`config.mk`:
```
export PLATFORM = sky130hd
export DESIGN_NAME = mem_access_ctrl_flat
export DESIGN_NICKNAME = d
export VERILOG_FILES = /design/src/rtl/mem_access_ctrl_if.sv /design/src/rtl/mem_access_ctrl.sv /design/src/flat_wrapper.sv
export SDC_FILE = /design/constraint.sdc
export NUM_CORES = 1
export LEC_CHECK = 0
export BUFFER_PORTS_ARGS = -buffer_cell sky130_fd_sc_hd__buf_2
export CORE_ASPECT_RATIO = 0.6
export CORE_UTILIZATION = 46
export DETAILED_ROUTE_END_ITERATION = 8
export HOLD_SLACK_MARGIN = 0.05
export PLACE_DENSITY = 0.79
export SLEW_MARGIN = 20
export SYNTH_ARGS = -nofsm -noshare
export SYNTH_HDL_FRONTEND = slang
export SYNTH_SLANG_ARGS = --single-unit
```
`constraint.sdc`:
```
create_clock -name clk_i -period 2.2 [get_ports clk_i]
set_input_delay 0.33 -clock clk_i [delete_from_list [all_inputs] [get_ports clk_i]]
set_output_delay 0.33 -clock clk_i [all_outputs]
set_load 0.02 [all_outputs]
```
`src/rtl/mem_access_ctrl_if.sv`:
```
// Data-memory bus between the MEM-stage controller (master) and the memory (slave).
// Signal names keep the controller's point of view: _o is driven by the controller, _i by the memory.
interface mem_access_ctrl_if;
   logic        mem_req_o;
   logic        mem_we_o;
   logic [31:0] mem_addr_o;
   logic [31:0] mem_wdata_o;
   logic        mem_ack_i;
   logic [31:0] mem_rdata_i;

   modport master (
      output mem_req_o, mem_we_o, mem_addr_o, mem_wdata_o,
      input  mem_ack_i, mem_rdata_i
   );

   modport slave (
      input  mem_req_o, mem_we_o, mem_addr_o, mem_wdata_o,
      output mem_ack_i, mem_rdata_i
   );
endinterface

```
`src/rtl/mem_access_ctrl.sv`:
```
// MEM-stage access controller: runs EX/MEM loads/stores against a variable-latency
// data memory over req/ack, stalling the pipeline until the access completes or aborts.
module mem_access_ctrl #(
   parameter int TO_CYCLES = 255,
   parameter int TO_W      = 8
) (
   input  logic               clk_i,
   input  logic               rst_i,
   input  logic               MemRead_i,
   input  logic               MemWrite_i,
   input  logic [31:0]        Addr_i,
   input  logic [31:0]        WrData_i,
   output logic               stall_o,
   output logic [31:0]        RdData_o,
   output logic               RdValid_o,
   output logic               err_o,
   mem_access_ctrl_if.master  mem
);

   typedef enum logic [1:0] {IDLE = 2'd0, BUSY = 2'd1, DONE = 2'd2} state_t;

   localparam logic [TO_W-1:0] TO_LAST = TO_W'(TO_CYCLES - 1);

   state_t            state_q, state_d;
   logic [TO_W-1:0]   cnt_q, cnt_d;
   logic              req_q, req_d;
   logic              we_q, we_d;
   logic [31:0]       addr_q, addr_d;
   logic [31:0]       wdata_q, wdata_d;
   logic [31:0]       rdata_q, rdata_d;
   logic              rdvalid_q, rdvalid_d;
   logic              err_q, err_d;

   logic access, aligned, timeout;

   assign access  = MemRead_i | MemWrite_i;
   assign aligned = (Addr_i[1:0] == 2'b00);
   assign timeout = (cnt_q == TO_LAST);

   always_ff @(posedge clk_i or negedge rst_i) begin
      if (!rst_i) begin
         state_q   <= IDLE;
         cnt_q     <= '0;
         req_q     <= 1'b0;
         we_q      <= 1'b0;
         addr_q    <= 32'h0;
         wdata_q   <= 32'h0;
         rdata_q   <= 32'h0;
         rdvalid_q <= 1'b0;
         err_q     <= 1'b0;
      end else begin
         state_q   <= state_d;
         cnt_q     <= cnt_d;
         req_q     <= req_d;
         we_q      <= we_d;
         addr_q    <= addr_d;
         wdata_q   <= wdata_d;
         rdata_q   <= rdata_d;
         rdvalid_q <= rdvalid_d;
         err_q     <= err_d;
      end
   end

   always_comb begin
      state_d   = state_q;
      cnt_d     = cnt_q;
      req_d     = req_q;
      we_d      = we_q;
      addr_d    = addr_q;
      wdata_d   = wdata_q;
      rdata_d   = rdata_q;
      rdvalid_d = 1'b0;
      err_d     = 1'b0;
      case (state_q)
         IDLE: begin
            if (access && aligned) begin
               // A simultaneous read+write is issued as a write; the read is dropped.
               state_d = BUSY;
               req_d   = 1'b1;
               we_d    = MemWrite_i;
               addr_d  = {Addr_i[31:2], 2'b00};
               wdata_d = WrData_i;
               cnt_d   = '0;
            end else if (access) begin
               state_d = DONE;
               err_d   = 1'b1;
            end
         end
         BUSY: begin
            // Ack takes priority over a timeout expiring in the same cycle.
            if (mem.mem_ack_i) begin
               state_d = DONE;
               req_d   = 1'b0;
               if (!we_q) begin
                  rdata_d   = mem.mem_rdata_i;
                  rdvalid_d = 1'b1;
               end
            end else if (timeout) begin
               state_d = DONE;
               req_d   = 1'b0;
               rdata_d = 32'h0;
               err_d   = 1'b1;
            end else begin
               cnt_d = cnt_q + 1'b1;
            end
         end
         DONE:    state_d = IDLE;
         default: state_d = IDLE;
      endcase
   end

   // Gated by reset so the pipeline is released the instant reset asserts.
   always_comb begin
      stall_o = 1'b0;
      if (rst_i) begin
         case (state_q)
            IDLE:    stall_o = access && aligned;
            BUSY:    stall_o = 1'b1;
            default: stall_o = 1'b0;
         endcase
      end
   end

   assign RdData_o        = rdata_q;
   assign RdValid_o       = rdvalid_q;
   assign err_o           = err_q;
   assign mem.mem_req_o   = req_q;
   assign mem.mem_we_o    = we_q;
   assign mem.mem_addr_o  = addr_q;
   assign mem.mem_wdata_o = wdata_q;

endmodule

```
`src/flat_wrapper.sv`:
```
// flat-port wrapper written by rule: the top's interface ports become plain ports
module mem_access_ctrl_flat 
#(
   parameter int TO_CYCLES = 255,
   parameter int TO_W      = 8
)
  (clk_i, rst_i, MemRead_i, MemWrite_i, Addr_i, WrData_i, stall_o, RdData_o, RdValid_o, err_o, mem_mem_req_o, mem_mem_we_o, mem_mem_addr_o, mem_mem_wdata_o, mem_mem_ack_i, mem_mem_rdata_i);
  mem_access_ctrl_if mem_i ();
  input  logic clk_i;
  input  logic rst_i;
  input  logic MemRead_i;
  input  logic MemWrite_i;
  input  logic [31:0] Addr_i;
  input  logic [31:0] WrData_i;
  output logic stall_o;
  output logic [31:0] RdData_o;
  output logic RdValid_o;
  output logic err_o;
  output wire logic [$bits(mem_i.mem_req_o)-1:0] mem_mem_req_o;
  output wire logic [$bits(mem_i.mem_we_o)-1:0] mem_mem_we_o;
  output wire logic [$bits(mem_i.mem_addr_o)-1:0] mem_mem_addr_o;
  output wire logic [$bits(mem_i.mem_wdata_o)-1:0] mem_mem_wdata_o;
  input wire logic [$bits(mem_i.mem_ack_i)-1:0] mem_mem_ack_i;
  input wire logic [$bits(mem_i.mem_rdata_i)-1:0] mem_mem_rdata_i;
  assign mem_mem_req_o = mem_i.mem_req_o;
  assign mem_mem_we_o = mem_i.mem_we_o;
  assign mem_mem_addr_o = mem_i.mem_addr_o;
  assign mem_mem_wdata_o = mem_i.mem_wdata_o;
  assign mem_i.mem_ack_i = mem_mem_ack_i;
  assign mem_i.mem_rdata_i = mem_mem_rdata_i;
  mem_access_ctrl #(.TO_CYCLES(TO_CYCLES), .TO_W(TO_W)) u_core (.clk_i(clk_i), .rst_i(rst_i), .MemRead_i(MemRead_i), .MemWrite_i(MemWrite_i), .Addr_i(Addr_i), .WrData_i(WrData_i), .stall_o(stall_o), .RdData_o(RdData_o), .RdValid_o(RdValid_o), .err_o(err_o), .mem(mem_i));
endmodule
```
* Yosys cells after proc, flatten, opt, wreduce, memory -nomap -nowiden
Cells that the tools add are included.
Word-level totals: flip-flop bits (word level) 108, input bits 101, output and inout bits 101, word-level logic and storage cells 55
Operators by class: add/sub/neg operators 1, equality and inequality tests 8, mux-type cells 26, bitwise operators 1, reduce and logical (&&, ||, !) cells 10
Operators by type and width (number):
- 32-bit 2-to-1 mux | 3
- 8-bit 2-to-1 mux | 3
- 8-bit one-hot mux with 2 select lines | 1
- 1-bit 2-to-1 mux | 11
- 8-bit by 1-bit adder with 8-bit output, second input constant | 1
- 8-bit == test, second input constant | 1
- 2-bit 2-to-1 mux | 4
- 2-bit != test, second input constant | 3
- 1-bit one-hot mux with 2 select lines | 3
- 3-bit AND reduction | 2
- 2-bit zero test | 2
- 2-bit one-hot mux with 2 select lines | 1
- 2-bit AND reduction | 2
- 4-bit AND reduction | 1
- 2-bit nonzero test | 2
- 3-bit by 1-bit != test with 1-bit output, second input constant | 1
- 3-bit by 2-bit != test with 1-bit output, second input constant | 1
- 2-bit by 1-bit == test with 1-bit output, second input constant | 1
- 2-bit by 1-bit != test with 1-bit output, second input constant | 1
- 1-bit logical AND | 1
- 1-bit OR | 1

* Logic depth before layout (Yosys ltp)
word-level depth 4, depth in mapped cells 7, mapped depth without buffers 6

* Least setup slack after synthesis
OpenSTA, ideal clock, no wires.
kind flip-flop to output port, from reg u_core.state_q[1], to out stall_o, arrival 1592 ps, path slack 278 ps, stages on the path, launching flop included 5, path buffers 2, cell sequence dfrtp_1 -> or4b_1 -> buf_4 -> buf_6 -> a21boi_1
On the way: longest elaborated chain between the ends 3
RTL lines:
- start: declaration | RTL line mem_access_ctrl.sv:24 | state_t state_q, state_d;
- start signal: assignment | RTL line mem_access_ctrl.sv:52 | state_q <= state_d;
- 2-bit by 1-bit == test with 1-bit output or 2-bit zero test (tied branches) | RTL line mem_access_ctrl.sv:116 | case (state_q)
- 1-bit one-hot mux with 2 select lines (*) | RTL line mem_access_ctrl.sv:116
- 1-bit 2-to-1 mux (*) | RTL line mem_access_ctrl.sv:115 | if (rst_i) begin
- end: declaration | RTL line flat_wrapper.sv:15 | output logic stall_o;
Every way passes the cells marked *; elsewhere a longest branch is shown, timed or not.

* Final worst setup path
Ends and elaborated chain as after synthesis.

==> results_dict.tcl <==
set metrics [dict create \
    status "finished clean" \
    num-nets-final 578 \
    relSlewSlack_pct 59.7 \
    drt-pass1-iter-count 4 \
    tritoncts_clock_tree "done" \
    io-pin-count 202 \
    worst_setup_path_start_kind "flip-flop" \
    postcts_resize_cnt 0 \
    gp_congestion 0.883 \
    post-synth-top-area-cell "dfrtp_1" \
    post_cts_buffers 0 \
    dp_hpwl_um 6850 \
    wire_per_inst_um 16.1 \
    netlist_instances 277 \
    ys_seq_area_share_pct 61.2 \
    post_synth.cell_area_avg_um2 16.0 \
    synth-edff-count 0 \
    numCtsBuffers 9 \
    drive_gt1_share_pct 60.2 \
    crit_reg_reg_endpoint "u_core.mem.mem_addr_o[15]" \
    timing.reg2reg.worst_path_depth 3 \
    synth.ff_latch_count 108 \
    cp_data_required_time_ns 1.87 \
    worst_setup_hold_path_clk_slew_ns 0.07 \
    pwr-share-seq_pct 39.7 \
    switching_part_of_the_total_power_pct 37.2 \
    period_share_pct 93.2 \
    cts_htree_levels 3 \
    synth_largest_type_area_fraction_pct 61.2 \
    cp.arrival_ns 1.72 \
    fin_tns_setup_ns 0 \
    final-max-slew-violation-count 0 \
    setup_viol 0 \
    worst_setup_path_end_kind "primary output" \
    asyncSetResetFlopFracSynth_pct 100 \
    pwr-share-comb_pct 42.5 \
    cts_root_buffer "clkbuf_16" \
    clockPowerShare_pct 17.9 \
    die_width_um 129 \
    portBuffers 199 \
    die_height_um 77.9 \
    groute.usage.overall_pct 19.7 \
    grt_pass1_vias 2956 \
    critPathMaxFanout 6 \
    layout.cells.most_common "buf_2" \
    r2r_start "u_core.state_q[1]" \
    setup.worst_path.class "reg2out" \
    post_synthesis_cell_type_count 37 \
    initial_core_util_pct 47.7 \
    maxcap_violations 0 \
    area_delta_synth_final_pct 31.6 \
    num_antenna_cells 0 \
    vdd.ir_drop.worst_mv 0.842 \
    timing.reg2reg.setup_slack_ns 0.40 \
    leakagePower_nw 3.18 \
    fmax_ghz 0.488 \
    fin_worst_hold_slack_ns 0.0266 \
    final_cell_mix "198 x buf_2, 108 x dfrtp_1, 63 x mux2_4, 32 x a22o_1, 9 x clkbuf_16" \
    avgViaCountPerCell 4.98 \
    worst_hold_path_type "in2async" \
    grt.overflow.total 0 \
    core_region_area_um2 9260 \
    design.die.area_um2 10000 \
    power.density_cell_area_nw_per_um2 1510 \
    routed_wirelength_um 9820 \
    clock_path_buffers 2 \
    hold_viol 0 \
    power.net_switching_mw 3.26 \
    grt_setup_unrepaired "false" \
    drt-initial-drc-count 166 \
    cts-hold-fix-buffers 0 \
    netlist_area_um2 4420 \
    netlist_top_cells_area "dfrtp_1 61%, mux2_4 21%, a22o_1 6.3%" \
    grt_first_pass_wirelength_um 15100 \
    fill_cells 764 \
    synth_flop_cell "dfrtp_1" \
    drtAntennaViolNets 0 \
    largest_net_degree_at_the_start_of_global_routing 109 \
    yosys_warnings 0 \
    clock_skew_ns 0.00792 \
    intPower_mw 5.50 \
    clock_sink_count 108 \
    antenna_violations_before_repair 0 \
    max_slew.worst_pin.slew_ns 0.605 \
    worstSkewPairLatency_ns 0.34 \
    dr_total_vias 3037 \
    drt_drc_violations_left 0 \
    finalWorstPathRequiredPeriod_ns 2.05 \
    core.rowCount 27 \
]
metal layers:
metal,share of wire (%),track usage (%)
met5,0,0
met4,1.2,5.41
met3,7.8,6.76
met2,45,28.9
met1,46,27.7
cells by family (layout without fill, tap and decap cells):
| group | after synthesis | after routing | synth area share, % |
|---|---|---|---|
| fa+ha+maj | 2 | 2 | 0.566 |
| mux | 63 | 63 | 21.4 |
| compound gates | 55 | 55 | 10.0 |
| flops | 108 | 108 | 61.2 |
| other cells | 1 | 2 | 0.0849 |
| simple gates | 28 | 28 | 3.43 |
| xor+xnor | 1 | 1 | 0.198 |
| buf+inv | 19 | 221 | 3.14 |
layout make-up:
class	count	area [µm²]	area share (%)
timing repair buffer	204	1060	18.2
clock inverter	5	42.5	0.732
multi-input combinational	151	1590	27.3
inverter	1	3.75	0.0646
clock buffer	11	253	4.35
tap	130	163	2.80
sequential	108	2700	46.5
registers in the layout, summed over array words and instances (netlist names):
name and cells:
u_core.mem.mem_addr_o 30, u_core.mem.mem_req_o 1, u_core.mem.mem_we_o 1, u_core.mem.mem_wdata_o 32
u_core.cnt_q 8, u_core.state_q 2, u_core.err_o 1, u_core.RdValid_o 1
u_core.RdData_o 32
worst max-delay path: stages (launching register included):
cell      delay [ns]
dfrtp_1         0.44
or4b_4          0.61
a21boi_1        0.16
buf_2           0.18
power by group through the flow:
stage / logic, mW / registers [mW] / clock network (mW)
2_1_floorplan: 1.34 / 4.56 / 0
3_3_place_gp: 3.66 / 3.46 / 0
3_5_place_dp: 3.76 / 3.47 / 0
4_1_cts: 3.76 / 3.48 / 1.62
5_1_grt: 3.93 / 3.59 / 1.68
6_report: 3.72 / 3.47 / 1.57
metrics by stage:
step | cells | setup WS, ns | total power, mW | utilization [%] | instance area (µm²)
floorplan | 278 | 0.278 | 5.91 | - | 4420
global placement | 594 | 0.405 | 7.12 | 59.6 | 5520
detailed placement | 594 | 0.381 | 7.23 | 59.6 | 5520
CTS | 610 | 0.134 | 8.85 | 62.8 | 5810
global route | 610 | 0.0935 | 9.20 | 62.8 | 5810
finish | 610 | 0.149 | 8.76 | 62.8 | 5810
Yosys cell counts (all sizes together) (2+ instances only):
library cell	instances
a21boi	2
a21oi	4
a22o	32
a31oi	3
buf	13
clkbuf	5
dfrtp	108
ha	2
mux2	63
nand2	4
nand3	8
nor2	4
nor2b	2
nor3	3
o21ai	8
worst max path at each step:
| stage | start | endpoint | slack [ns] |
|---|---|---|---|
| after global routing | u_core.state_q[1] | stall_o | 0.09 |
| final | u_core.state_q[1] | stall_o | 0.15 |
| after global placement | Addr_i[1] | u_core.mem.mem_addr_o[19] | 0.40 |
| after CTS | u_core.state_q[1] | stall_o | 0.13 |
| after floorplan | u_core.state_q[1] | stall_o | 0.28 |
| after detailed placement | Addr_i[1] | u_core.mem.mem_wdata_o[31] | 0.38 |
Note: power is estimated with default switching activity, not from simulation.
